--- config.mk ---
export PLATFORM = sky130hd
export DESIGN_NAME = freq_meter
export DESIGN_NICKNAME = d
export VERILOG_FILES = /design/src/rtl/freq_meter.sv
export SDC_FILE = /design/constraint.sdc
export NUM_CORES = 1
export LEC_CHECK = 0
export CORE_MARGIN = 3
export CORE_UTILIZATION = 55
export CTS_CLUSTER_SIZE = 24
export DETAILED_ROUTE_END_ITERATION = 8
export PLACE_DENSITY = 0.93
export SLEW_MARGIN = 20
export SYNTH_ARGS = -nofsm -noshare
export SYNTH_HDL_FRONTEND = slang
export SYNTH_SLANG_ARGS = --single-unit
--- constraint.sdc ---
create_clock -name clk_864hz -period 4.4 [get_ports clk_864hz]
set_input_delay 0.66 -clock clk_864hz [delete_from_list [all_inputs] [get_ports clk_864hz]]
set_output_delay 0.66 -clock clk_864hz [all_outputs]
set_load 0.03 [all_outputs]
--- src/rtl/freq_meter.sv ---
// Gated frequency meter: counts synchronized rising edges of sig_in over GATE_CYCLES clocks.
// Optional period measurement between successive edges is enabled with `define FREQ_METER_PERIOD_EN.
module freq_meter #(
  parameter int GATE_CYCLES = 864,
  parameter int W           = 10,
  parameter int PW          = 16
) (
  input  logic          clk_864hz,
  input  logic          limpa,
  input  logic          en,
  input  logic          sig_in,
  output logic [W-1:0]  freq_count,
  output logic          count_valid,
  output logic          sat,
  output logic [PW-1:0] period,
  output logic          period_valid
);
  localparam int GW = (GATE_CYCLES > 2) ? $clog2(GATE_CYCLES) : 1;
  localparam logic [GW-1:0] GATE_LAST = GW'(GATE_CYCLES - 1);

  typedef enum logic {IDLE, MEASURE} state_t;

  state_t        state_q;
  logic          s1_q, s2_q, s3_q;
  logic [GW-1:0] gate_q;
  logic [W-1:0]  edge_q, edge_d;
  logic          flag_q;
  logic [W-1:0]  freq_q;
  logic          cv_q, sat_q;
  logic          strobe;
  logic [W:0]    edge_sum;
  logic          edge_ovf;

  assign strobe   = s2_q & ~s3_q;
  assign edge_sum = {1'b0, edge_q} + (W+1)'(strobe);
  assign edge_ovf = edge_sum[W];
  // Saturate instead of wrapping so an over-range input still reads as full scale.
  assign edge_d   = edge_ovf ? {W{1'b1}} : edge_sum[W-1:0];

  always_ff @(posedge clk_864hz) begin
    if (limpa) begin
      state_q <= IDLE;
      s1_q    <= 1'b0;
      s2_q    <= 1'b0;
      s3_q    <= 1'b0;
      gate_q  <= '0;
      edge_q  <= '0;
      flag_q  <= 1'b0;
      freq_q  <= '0;
      cv_q    <= 1'b0;
      sat_q   <= 1'b0;
    end else begin
      s1_q <= sig_in;
      s2_q <= s1_q;
      s3_q <= s2_q;
      cv_q <= 1'b0;
      case (state_q)
        IDLE: begin
          gate_q <= '0;
          edge_q <= '0;
          flag_q <= 1'b0;
          if (en) state_q <= MEASURE;
        end
        MEASURE: begin
          if (!en) begin
            state_q <= IDLE;
            gate_q  <= '0;
            edge_q  <= '0;
            flag_q  <= 1'b0;
          end else if (gate_q == GATE_LAST) begin
            // A strobe in the closing cycle belongs to the closing window.
            gate_q <= '0;
            edge_q <= '0;
            flag_q <= 1'b0;
            freq_q <= edge_d;
            sat_q  <= flag_q | edge_ovf;
            cv_q   <= 1'b1;
          end else begin
            gate_q <= gate_q + GW'(1);
            edge_q <= edge_d;
            flag_q <= flag_q | edge_ovf;
          end
        end
        default: state_q <= IDLE;
      endcase
    end
  end

  assign freq_count  = freq_q;
  assign count_valid = cv_q;
  assign sat         = sat_q;

`ifdef FREQ_METER_PERIOD_EN
  logic [PW-1:0] pcnt_q, pcnt_d;
  logic [PW:0]   p_sum;
  logic          armed_q;
  logic [PW-1:0] per_q;
  logic          pv_q;

  assign p_sum  = {1'b0, pcnt_q} + (PW+1)'(1);
  assign pcnt_d = p_sum[PW] ? {PW{1'b1}} : p_sum[PW-1:0];

  always_ff @(posedge clk_864hz) begin
    if (limpa) begin
      pcnt_q  <= '0;
      armed_q <= 1'b0;
      per_q   <= '0;
      pv_q    <= 1'b0;
    end else begin
      pv_q <= 1'b0;
      if (state_q != MEASURE) begin
        pcnt_q  <= '0;
        armed_q <= 1'b0;
      end else if (strobe) begin
        // The first edge after entering MEASURE only arms the counter.
        if (armed_q) begin
          per_q <= pcnt_d;
          pv_q  <= 1'b1;
        end
        pcnt_q  <= '0;
        armed_q <= 1'b1;
      end else begin
        pcnt_q <= pcnt_d;
      end
    end
  end

  assign period       = per_q;
  assign period_valid = pv_q;
`else
  assign period       = '0;
  assign period_valid = 1'b0;
`endif

endmodule

==> out/qor.csv, run 1 <==
stage,metric,value,unit
floorplanning,dieArea,3820,um^2
finish,layout_common_cells,"37 x dfxtp_1, 32 x nor2_1, 17 x conb_1",
finish,mostFrequentLayoutCell,dfxtp_1,
finish,fin_cells,229,
power_and_ir_drop,peakVddDrop,0.223,mV
finish,layout-drive-gt1-share,12.6,%
global_route,use_met1,21.3,%
finish,syn2layout_area_growth,7.23,%
global_route,grt_pass1_vias,1093,
global_route,grt_util_met2,26.9,%
clock_tree,cts_buffers,5,
drt,vias,1223,
floorplanning,num_io_pins,33,
synthesis,seq_area_frac_synth,43.2,%
drt,finalWirelength,2880,um
worst_setup_path,path_class,primary input to register,
synthesis,async_flop_share,0,%
clock_tree,tritoncts,done,
drt,ant_nets,0,
worst_setup_path,crit_chain,"clkdlybuf4s50_1, nand2_1, nor4_4, o311ai_0, a21oi_1",
worst_setup_path,cp.arrival,2.58,ns
synthesis,yosys_warnings,0,
timing,fin_crit,2.31,ns
placement,dp_hpwl,2050,um
clock_tree,postCtsSetupRepairBufs,0,
placement,dp_slack,1.72,ns
floorplanning,core_area,2850,um^2
timing,post-route-period-util,52.5,%
worst_setup_path,worstSetupStartpointType,primary input,
timing,clock_skew,0.00829,ns
finish,seq_area,741,um^2
power_and_ir_drop,power.leakage,0.649,nW
synthesis,ys_seq_elements,37,
job,cap_viol_max_count,0,
clock_tree,clkTransAtPathRegs,0.11,ns
drt,routedWlPerCell,12.6,um
worst_setup_path,crit_path_top_delay_cell,nor4_4,
placement,dp_cells,221,
global_route,groute.usage.overall,17.2,%
synthesis,synth.top_cell.area_share,43.2,%
synthesis,synth_top_area_cell,dfxtp_1,
synthesis,syn_inst,182,
worst_setup_path,critPathMaxFanout,15,
global_route,grt_pass1_wl,4750,um
drt,drtIter0Drc,28,
finish,fin_nets,204,
drt,drc_errors,0,
global_route,met3_usage,6.61,%
floorplanning,die_w,61.8,um
timing,tns,0,ns
timing,worst_slew_pin_slew,0.834,ns
clock_tree,hold_buffers,0,
drt,drtPass1Iterations,4,
synthesis,synth.distinct_cells,42,
timing,slew_headroom,44.0,%
clock_tree,insertion_delay,0.34,ns
timing,timing.hold.ws,0.458,ns
synthesis,synth_edf_count,0,
synthesis,syn_area,1710,um^2
finish,fill_cells,224,
global_route,grt-ovfl-total,0,
timing,finalSetupViolCount,0,
drt,vias_per_cell,5.34,
timing,setup_ws,2.09,ns
floorplanning,rows,19,
timing,grt_setup_unrepaired,no,
timing,hold_viol,0,
global_route,grt-busiest-layer,met2,
global_route,antenna_found_initial,0,
timing,fmax,433,MHz
status,status,finished clean,
clock_tree,clock-root-buffer,clkbuf_4,
finish,multi_input_area,852,um^2
clock_tree,clkSinkCount,37,
worst_setup_path,critical_path.max_stage_delay,0.79,ns
clock_tree,cts_buffer_depth,2,
timing,slew_violations,0,
worst_setup_path,end_kind,register,
clock_tree,cts-htree-levels,2,
floorplanning,die_h,61.8,um
synthesis,ys.flop_type,dfxtp_1,
global_route,grt_max_degree,21,
worst_hold_path,hp-class,register to register,
finish,diodes,0,
worst_setup_path,critical_path_required,4.67,ns
synthesis,avgSynthCellArea,9.41,um^2
placement,place.gp.congestion,0.790,
synthesis,synthTopCellsByArea,"dfxtp_1 43%, buf_4 7.5%, nor2_1 7.0%",
placement,port_buffers,15,
power_and_ir_drop,p_per_area,295,nW/um^2
floorplanning,start_util,60.0,%
clock_tree,cts_resized,0,
==> routing by layer <==
layer	vias up	part of all wire [%]
met2	21	46
met4	0	1.5
li1	629	-
met3	6	3.8
met1	567	48
met5	-	0
==> worst max-delay path: cells and delay by family <==
family / cells / cell delay (ns)
and+or+nand+nor: 2 / 0.98
AOI/OAI and AO/OA: 2 / 0.47
buffers and inverters: 1 / 0.47
==> cells in the mapped netlist (all sizes together), types with 2 or more instances <==
| library cell | number |
|---|---|
| nor4 | 2 |
| a31o | 3 |
| nor2 | 32 |
| nand4 | 5 |
| nand2 | 12 |
| a21oi | 5 |
| or3 | 2 |
| dfxtp | 37 |
| xor2 | 5 |
| and3 | 3 |
| ha | 3 |
| a211oi | 7 |
| buf | 22 |
| nor3 | 7 |
| o211ai | 2 |
| nor2b | 5 |
| xnor2 | 5 |
| o21ai | 2 |
| nand3 | 8 |
==> kinds of logic (layout without fill, tap and decap cells) <==
| group | Yosys count | in the layout | synth area share [%] |
|---|---|---|---|
| buffers and inverters | 23 | 23 | 10.5 |
| adder cells (fa/ha/maj) | 3 | 3 | 2.19 |
| XOR/XNOR | 10 | 10 | 5.11 |
| AO/OA/AOI/OAI | 24 | 24 | 11.1 |
| AND/OR/NAND/NOR | 83 | 83 | 27.0 |
| flip-flops | 37 | 37 | 43.2 |
| other | 1 | 17 | 0.219 |
| multiplexers | 1 | 1 | 0.584 |
==> final cells by class <==
type | count | share of cell area (%)
multi-input cells | 138 | 46.4
flip-flops and latches | 37 | 40.3
repair buffers | 15 | 8.17
well taps | 31 | 2.11
clock buffers | 5 | 2.04
clock inverters | 3 | 0.954
==> sequential cells by signal, indices dropped and copies added, names as in the netlist <==
register     cells
s3_q             1
edge_q          10
count_valid      1
s2_q             1
sat              1
flag_q           1
gate_q          10
state_q          1
freq_count      10
s1_q             1
==> report_power, final <==
group | leakage [nW] | internal, mW | switching [mW] | total, mW
clock network | 0.0310 | 0.0602 | 0.114 | 0.174
logic | 0.320 | 0.00410 | 0.0257 | 0.0298
registers | 0.299 | 0.337 | 0.000613 | 0.337
==> path summary, 6_finish.rpt <==
kind / startpoint / end / slack (ns) / cells after the start
worst max-delay path: en / freq_count[9] / 2.09 / 5
worst min-delay path: freq_count[7] / freq_count[7] / 0.46 / 2
worst max register to register: gate_q[0] / freq_count[9] / 2.33 / 5
worst min register to register: freq_count[7] / freq_count[7] / 0.46 / 2
==> metrics by stage <==
step | util, % | power, mW | cell area (um^2)
3_5_place_dp | 62.5 | 0.374 | 1780
3_3_place_gp | 62.5 | 0.374 | 1780
5_1_grt | 64.4 | 0.565 | 1840
2_1_floorplan | - | 0.383 | 1770
6_report | 64.4 | 0.541 | 1840
4_1_cts | 64.4 | 0.546 | 1840
Power figures use the tool's default switching activity.
==> run 2, diff against run 1 <==
- CORE_UTILIZATION: 55 -> 51
- PLACE_DENSITY: 0.93 -> 0.88
- clock period: 4.4 -> 2.4 ns (I/O delays scaled with it)
==> run 2 against run 1 <==
Clock power grew to 2.6 times the previous value. Largest cell class unchanged. Die area grew 7.1%. Worst hold slack lost 0.00092 ns.
==> out/qor.csv, run 2 (synthesized netlist as in run 1, its figures left out) <==
stage,metric,value,unit,change
status,status,finished clean,,
finish,syn2layout_area_growth,11.5,%,
timing,timing.hold.ws,0.458,ns,-0.000919 ns
clock_tree,clock-root-buffer,clkbuf_4,,
finish,mostFrequentLayoutCell,dfxtp_1,,
placement,place.gp.congestion,0.770,,-2.5%
drt,ant_nets,0,,unchanged
clock_tree,clkSinkCount,37,,unchanged
worst_hold_path,hold_depth,2,,unchanged
drt,drtPass1Iterations,4,,unchanged
worst_setup_path,cp.arrival,2.22,ns,-0.36 ns
global_route,grt_pass1_wl,5150,um,+8.4%
worst_setup_path,worstSetupStartpointType,register,,
global_route,antenna_found_initial,0,,unchanged
worst_hold_path,hp-class,register to register,,
drt,drc_errors,0,,unchanged
job,cap_viol_max_count,0,,unchanged
drt,finalWirelength,2960,um,+3.0%
worst_hold_path,hold_end,freq_count[7],,
worst_setup_path,r2r_start,s2_q,,
clock_tree,cts_resized,0,,unchanged
worst_setup_path,rrSetupSlack,0.43,ns,-1.90 ns
worst_setup_path,regToRegEndpoint,freq_count[5],,
clock_tree,clkTransAtPathRegs,0.12,ns,about the same
drt,wl_met3,171,um,+55%
placement,dp_hpwl,2180,um,+6.6%
drt,wl_met2,1400,um,+4.8%
floorplanning,dieArea,4090,um^2,+7.1%
placement,dp_slack,0.385,ns,-1.34 ns
worst_setup_path,end_kind,register,,
finish,diodes,0,,unchanged
timing,setup_ws,0.434,ns,-1.65 ns
drt,vias_per_cell,5.15,,-3.5%
floorplanning,rows,20,,+1
power_and_ir_drop,peakVddDrop,0.394,mV,+77%
drt,wl_met1,1370,um,-1.7%
finish,layout_common_cells,"37 x dfxtp_1, 32 x nor2_1, 17 x conb_1",,
finish,fin_cells,245,,+7.0%
floorplanning,die_w,64.0,um,+3.5%
floorplanning,die_h,64.0,um,+3.5%
global_route,grt_max_degree,20,,-4.8%
clock_tree,cts-htree-levels,2,,unchanged
timing,slew_violations,0,,unchanged
floorplanning,start_util,54.8,%,-5.3 points
global_route,grt-ovfl-total,0,,unchanged
floorplanning,core_area,3130,um^2,+9.6%
power_and_ir_drop,p_per_area,591,nW/um^2,+100%
placement,dp_cells,237,,+7.2%
worst_setup_path,critical_path_required,2.65,ns,-2.02 ns
timing,clock_skew,0.0111,ns,+0.00276 ns
clock_tree,hold_buffers,0,,unchanged
worst_setup_path,critPathMaxFanout,7,,-8
timing,fin_crit,1.97,ns,
timing,grt_setup_unrepaired,no,,
clock_tree,tritoncts,done,,
clock_tree,cts_buffers,5,,unchanged
drt,drtIter0Drc,51,,+82%
drt,vias,1262,,+3.2%
worst_setup_path,reg2reg_depth,7,,+2
worst_setup_path,path_class,register to register,,
worst_hold_path,min_from,freq_count[7],,
clock_tree,postCtsSetupRepairBufs,0,,unchanged
clock_tree,cts_buffer_depth,2,,unchanged
drt,top_layer,met4,,
timing,fmax,509,MHz,
floorplanning,num_io_pins,33,,unchanged
finish,layout-drive-gt1-share,13.9,%,+1.3 points
clock_tree,insertion_delay,0.34,ns,about the same
timing,hold_viol,0,,unchanged
timing,post-route-period-util,81.9,%,
global_route,grt_pass1_vias,1151,,+5.3%
drt,routedWlPerCell,12.1,um,-3.7%
timing,tns,0,ns,unchanged
placement,port_buffers,15,,unchanged
power_and_ir_drop,power.leakage,0.678,nW,+4.3%
finish,fin_nets,207,,+1.5%
global_route,groute.usage.overall,16.5,%,-0.74 points
timing,finalSetupViolCount,0,,unchanged
==> run 2: worst max path at each step <==
stage / startpoint / end / cells after the start
final: s2_q / freq_count[5] / 7
after global routing: s2_q / freq_count[5] / 7
after floorplan: s2_q / freq_count[8] / 7
after CTS: s2_q / freq_count[4] / 7
after global placement: en / freq_count[0] / 6
after detailed placement: en / freq_count[4] / 6
==> run 2: routing by layer <==
metal	vias up	global-route usage, %
li1	632	-
met1	584	20.7
met2	44	24.1
met3	2	6.50
met4	0	8.63
met5	-	0
==> run 2: final cells by class <==
cell class	count	area (um^2)
multi-input cells	138	852
clock inverters	2	37.5
fillers	283	1220
repair buffers	18	173
clock buffers	6	51.3
well taps	44	55.1
flip-flops and latches	37	741
==> run 2: report_power, final <==
| group | total (mW) | switching, mW | leakage (nW) | internal, mW |
|---|---|---|---|---|
| Clock | 0.453 | 0.205 | 0.0445 | 0.248 |
| Sequential | 0.618 | 0.00106 | 0.299 | 0.617 |
| Combinational | 0.0568 | 0.0474 | 0.334 | 0.00941 |
==> run 2: critical path, cell delays in order, from the launching register on <==
cell      delay, ns
dfxtp_1        0.34
nor2b_1        0.13
ha_1           0.25
ha_1           0.29
nand2_1        0.17
nor4_4         0.34
a21oi_1        0.11
a211oi_1       0.25
==> run 2: stage by stage <==
| stage | total power [mW] | utilization, % | cell area [um^2] |
|---|---|---|---|
| floorplan | 0.703 | - | 1770 |
| global placement | 0.688 | 58.2 | 1820 |
| detailed placement | 0.688 | 58.2 | 1820 |
| CTS | 1.14 | 61.0 | 1910 |
| global route | 1.18 | 61.0 | 1910 |
| finish | 1.13 | 61.0 | 1910 |
==> RTL edit 1, RTL diff (settings of run 1) <==
`W`: 10 -> 20.
--- a/src/rtl/freq_meter.sv
+++ b/src/rtl/freq_meter.sv
@@ -2,7 +2,7 @@
 // Optional period measurement between successive edges is enabled with `define FREQ_METER_PERIOD_EN.
 module freq_meter #(
   parameter int GATE_CYCLES = 864,
-  parameter int W           = 10,
+  parameter int W           = 20,
   parameter int PW          = 16
 ) (
   input  logic          clk_864hz,
Interface: changed (resized freq_count); port bits go from 33 to 43. The function was not compared with the original's and may differ.
==> RTL edit 1 against run 1 <==
Fmax fell by 2.2%; die area up 41%; cell area is 58% higher; non-clock buffer count is 10 higher; critical endpoint is now freq_count[17]; routed wire length is 86% higher; highest routed layer unchanged; count of clock-buffer cells in the layout increased by 5; first-iteration DRC count rose to 6.0 times the old value; power up 110%; synthesized area increased by 46%; register-to-register slack got worse by 0.29 ns; sequential cell count up 20; worst setup slack worse by 0.052 ns; sequential share of layout area shrank 1.1 points; largest power group is now the clock network.
==> RTL edit 1: results (changes against run 1) <==
Status: finished, final reports clean
Filler cells: 303 (+35%)
Metal3 WL: 330 um (+200%)
Vias in the first global route: 1930 (+77%)
Routed wl met2: 2610 um (+96%)
Met3 Use GR: 0.04651 (-0.01960)
Largest net degree at the start of global routing: 29 (+38%)
R2r worst-path depth: 7 (+2)
Distinct cells, synth: 47 (+12%)
Clock root cell: clkbuf_8
First-pass GRT wire length: 8638 um (+82%)
Critical Path Fanout Max: 16 (+1)
Final HPWL DP: 3429 um (+67%)
Routability cong.: 0.8356 (+5.8%)
Mux contribution to synthesized area: 0.004500 (-0.001344)
DR WL/cell: 15.21 um (+21%)
Layout cells sized above 1: 0.09934 (-0.02692)
H-tree levels: 3 (+1)
CP Launch Point: s2_q
Net count, final: 304 (+49%)
Hold WS: 0.4548 ns (-0.003695 ns)
Critical Path End: freq_count[17]
Top cell type's share of synthesized area: 0.4560 (+0.02357)
CTS Buf Count: 9 (+4)
Sequential logic power: 519 uW (+54%)
Leakage Power: 0.9830 nW (+51%)
Vias per cell: 5.912 (+11%)
Flop2flop setup slack: 2.04 ns (-0.29 ns)
Final Skew: 0.006859 ns (-0.001431 ns)
Met1 Use GR: 0.2603 (+0.04699)
Pre-CTS WS: 1.870 ns (+0.1451 ns)
Post-Synth Adder-Cell Area: 0.01500 (-0.006914)
Slew margin rel.: 0.4784 (+0.03863)
Switch Pwr: 235.0 uW (+68%)
Compound-cell area share of the yosys netlist: 0.1495 (+0.03847)
Port Buffers: 25 (+10)
VDD IR max: 317.8 uV (+42%)
Logic gate share of total power: 0.028 (-0.027)
DRT iter0 DRCs: 169 (+500%)
Clock-pin slew on the worst setup and hold paths: 0.06 ns (-0.05 ns)
Hold Crit Depth: 1 (-1)
Post-synthesis xor/xnor area fraction: 0.07000 (+0.01887)
Largest cells by area after synthesis: dfxtp_1 (46%), a21oi_1 (10%), buf_4 (5.1%)
GRT Total Usage: 0.2071 (+0.03497)
Met1 WL: 2299 um (+66%)
RTL edit 1: cell type report:
cell class,instances,share of cell area
Clock buffer,10,0.04737
Clock inverter,6,0.03618
Multi-Input combinational cell,196,0.4057
Sequential cell,57,0.3928
Timing Repair Buffer,25,0.08613
Inverter,8,0.01034
Tap cell,50,0.02153
RTL edit 1: worst max-delay path, stage by stage, from the launching register on:
cell	delay (ns)
dfxtp_1	0.34
nor2b_1	0.14
ha_1	0.19
ha_1	0.23
nand4_1	0.22
nor4_1	0.58
a21oi_2	0.33
a31oi_1	0.24
RTL edit 1: through the flow:
step | std cells | util | power [mW] | instance area [sq um]
after floorplan | 291 | - | 0.5683 | 2562
after detailed placement | 336 | 0.6337 | 0.5612 | 2663
final | 352 | 0.6915 | 1.146 | 2905
after global routing | 352 | 0.6915 | 1.169 | 2905
after CTS | 352 | 0.6915 | 1.143 | 2905
after global placement | 336 | 0.6337 | 0.5605 | 2663
==> RTL edit 2, RTL diff (flow settings as in run 1) <==
Without the edit above. Register the output `freq_count` once more, without a reset; this adds one clock of latency there. The other outputs are not delayed to match.
--- a/src/rtl/freq_meter.sv
+++ b/src/rtl/freq_meter.sv
@@ -86,7 +86,9 @@
     end
   end
 
-  assign freq_count  = freq_q;
+  always_ff @(posedge clk_864hz) begin
+    freq_count <= freq_q;
+  end
   assign count_valid = cv_q;
   assign sat         = sat_q;
 
Behaviour: same outputs for any inputs over 10 cycles, from zero or initial values; that may be too few to reach the edited logic, so the function may still have changed.
==> RTL edit 2 against run 1 <==
Synthesized area increased by 5.6%; worst setup slack gained 0.26 ns; global-route usage fell by 1.2 points; power grew 43%; die area up 5.0%; cell count up 7.4%; cell area rose by 11%; sequential cell count grew 10; routed wire length is 0.28% higher; critical path type is now flip-flop to output port.
==> RTL edit 2: results (changes against run 1) <==
ANT cells: 0 (unchanged)
Sequential logic power: 428 uW (+27%)
Worst R2R End: sat
Filler cells: 269 (+20%)
Total Routed Length: 2883 um (+0.28%)
Clk pwr share: 0.407 (+0.085)
CP peak stage delay: 0.69 ns (-0.10 ns)
Pint: 608.3 uW (+52%)
Routability cong.: 0.8335 (+5.5%)
VDD IR max: 204.8 uV (-8.2%)
Final Skew: 0.01007 ns (+0.001782 ns)
Initial antenna violation count: 0 (unchanged)
Met1 Use GR: 0.1796 (-0.03371)
Flop2flop setup slack: 2.56 ns (+0.23 ns)
GRT Total Usage: 0.1604 (-0.01168)
Status: finished, final reports clean
Layout cells sized above 1: 0.08416 (-0.04210)
CP Data Arrival Time: 1.39 ns (-1.19 ns)
Hold_sp: freq_q[5]
Distinct cells, synth: 38 (-9.5%)
Slew @ Worst Pin: 0.5237 ns (-0.3103 ns)
Hold Path Class: flip-flop to flip-flop
H-tree levels: 2 (unchanged)
Clk Latency, worst-skew pair: 0.37 ns (+0.03 ns)
Clock-pin slew on the worst setup and hold paths: 0.14 ns (+0.03 ns)
Max Buffers Root-to-Sink: 2 (unchanged)
Largest cells by area after synthesis: dfxtp_1 (52%), buf_4 (7.1%), a21oi_1 (5.3%)
Post-cts resize count: 0 (unchanged)
Worst r2r src: s2_q
Final HPWL DP: 2069 um (+0.96%)
Net count, final: 208 (+2.0%)
DRT iter0 DRCs: 42 (+50%)
First-pass GRT wire length: 4961 um (+4.4%)
Area after DPL: 1931 sq um (+8.4%)
Vias per cell: 4.955 (-7.2%)
Post-synth ARST share: 0 (unchanged)
CP Launch Point: freq_count[2]
R2r worst-path depth: 7 (+2)
Sequential share of the synthesized area: 0.5204 (+0.08798)
TritonRoute pass-1 iters: 4 (unchanged)
Critical Path End: freq_count[2]
CP max-delay cell: clkdlybuf4s50_1
Post-route ant nets: 0 (unchanged)
Clock root cell: clkbuf_4
Port Buffers: 15 (unchanged)
Leakage Power: 0.7673 nW (+18%)
Grt met2 use: 0.2634 (-0.005695)
Vias in the first global route: 1150 (+5.2%)
Top delay family on crit path: buffers and inverters
Syn. warnings: 0 (unchanged)
Met3 Use GR: 0.04635 (-0.01977)
Synth top cells by count: dfxtp_1 (47), nor2_1 (25), a21oi_1 (19)
Critical Path Fanout Max: 1 (-14)
-- RTL edit 2: logic make-up after synthesis --
| kind of cell | Yosys count | share of synthesized area |
|---|---|---|
| simple gates | 62 | 0.2083 |
| fa+ha+maj | 3 | 0.02076 |
| other cells | 1 | 0.002074 |
| buf+inv | 29 | 0.09757 |
| mux | 1 | 0.005537 |
| flops | 47 | 0.5204 |
| xor+xnor | 11 | 0.05329 |
| compound gates | 29 | 0.09205 |
-- RTL edit 2: how the worst min path moves through the flow --
stage / to / cells past startpoint
6_report: freq_count[5] / 0
5_1_grt: freq_count[0] / 0
4_1_cts: freq_count[5] / 0
3_5_place_dp: freq_count[0] / 0
3_3_place_gp: freq_count[0] / 0
2_1_floorplan: freq_count[4] / 0
-- RTL edit 2: per-stage QoR --
stage               hold WS (ns)  utilization  total power [mW]  instances  setup slack, ns
global route              0.3616       0.6560            0.7971        246            2.294
global placement          0.3420       0.6222            0.4664        238            2.128
floorplan                 0.3306            -            0.4734        199            2.743
CTS                       0.3650       0.6560            0.7709        246            2.340
detailed placement        0.3434       0.6222            0.4668        238            2.106
finish                    0.3649       0.6560            0.7715        246            2.345
-- RTL edit 2: final cells by class --
class / instances / area [sq um] / area share
clock buffer: 5 / 37.54 / 0.01844
tap: 44 / 55.05 / 0.02704
clock inverter: 3 / 67.56 / 0.03319
timing repair buffer: 15 / 150.1 / 0.07376
inverter: 9 / 33.78 / 0.01659
multi-input combinational: 123 / 750.7 / 0.3688
sequential: 47 / 940.9 / 0.4622
-- RTL edit 2: per-layer routing --
layer  part of all wire  routed length, um
met1               0.44               1256
met4              0.031                 90
met2               0.48               1393
met3              0.050                143
met5                  0                  0
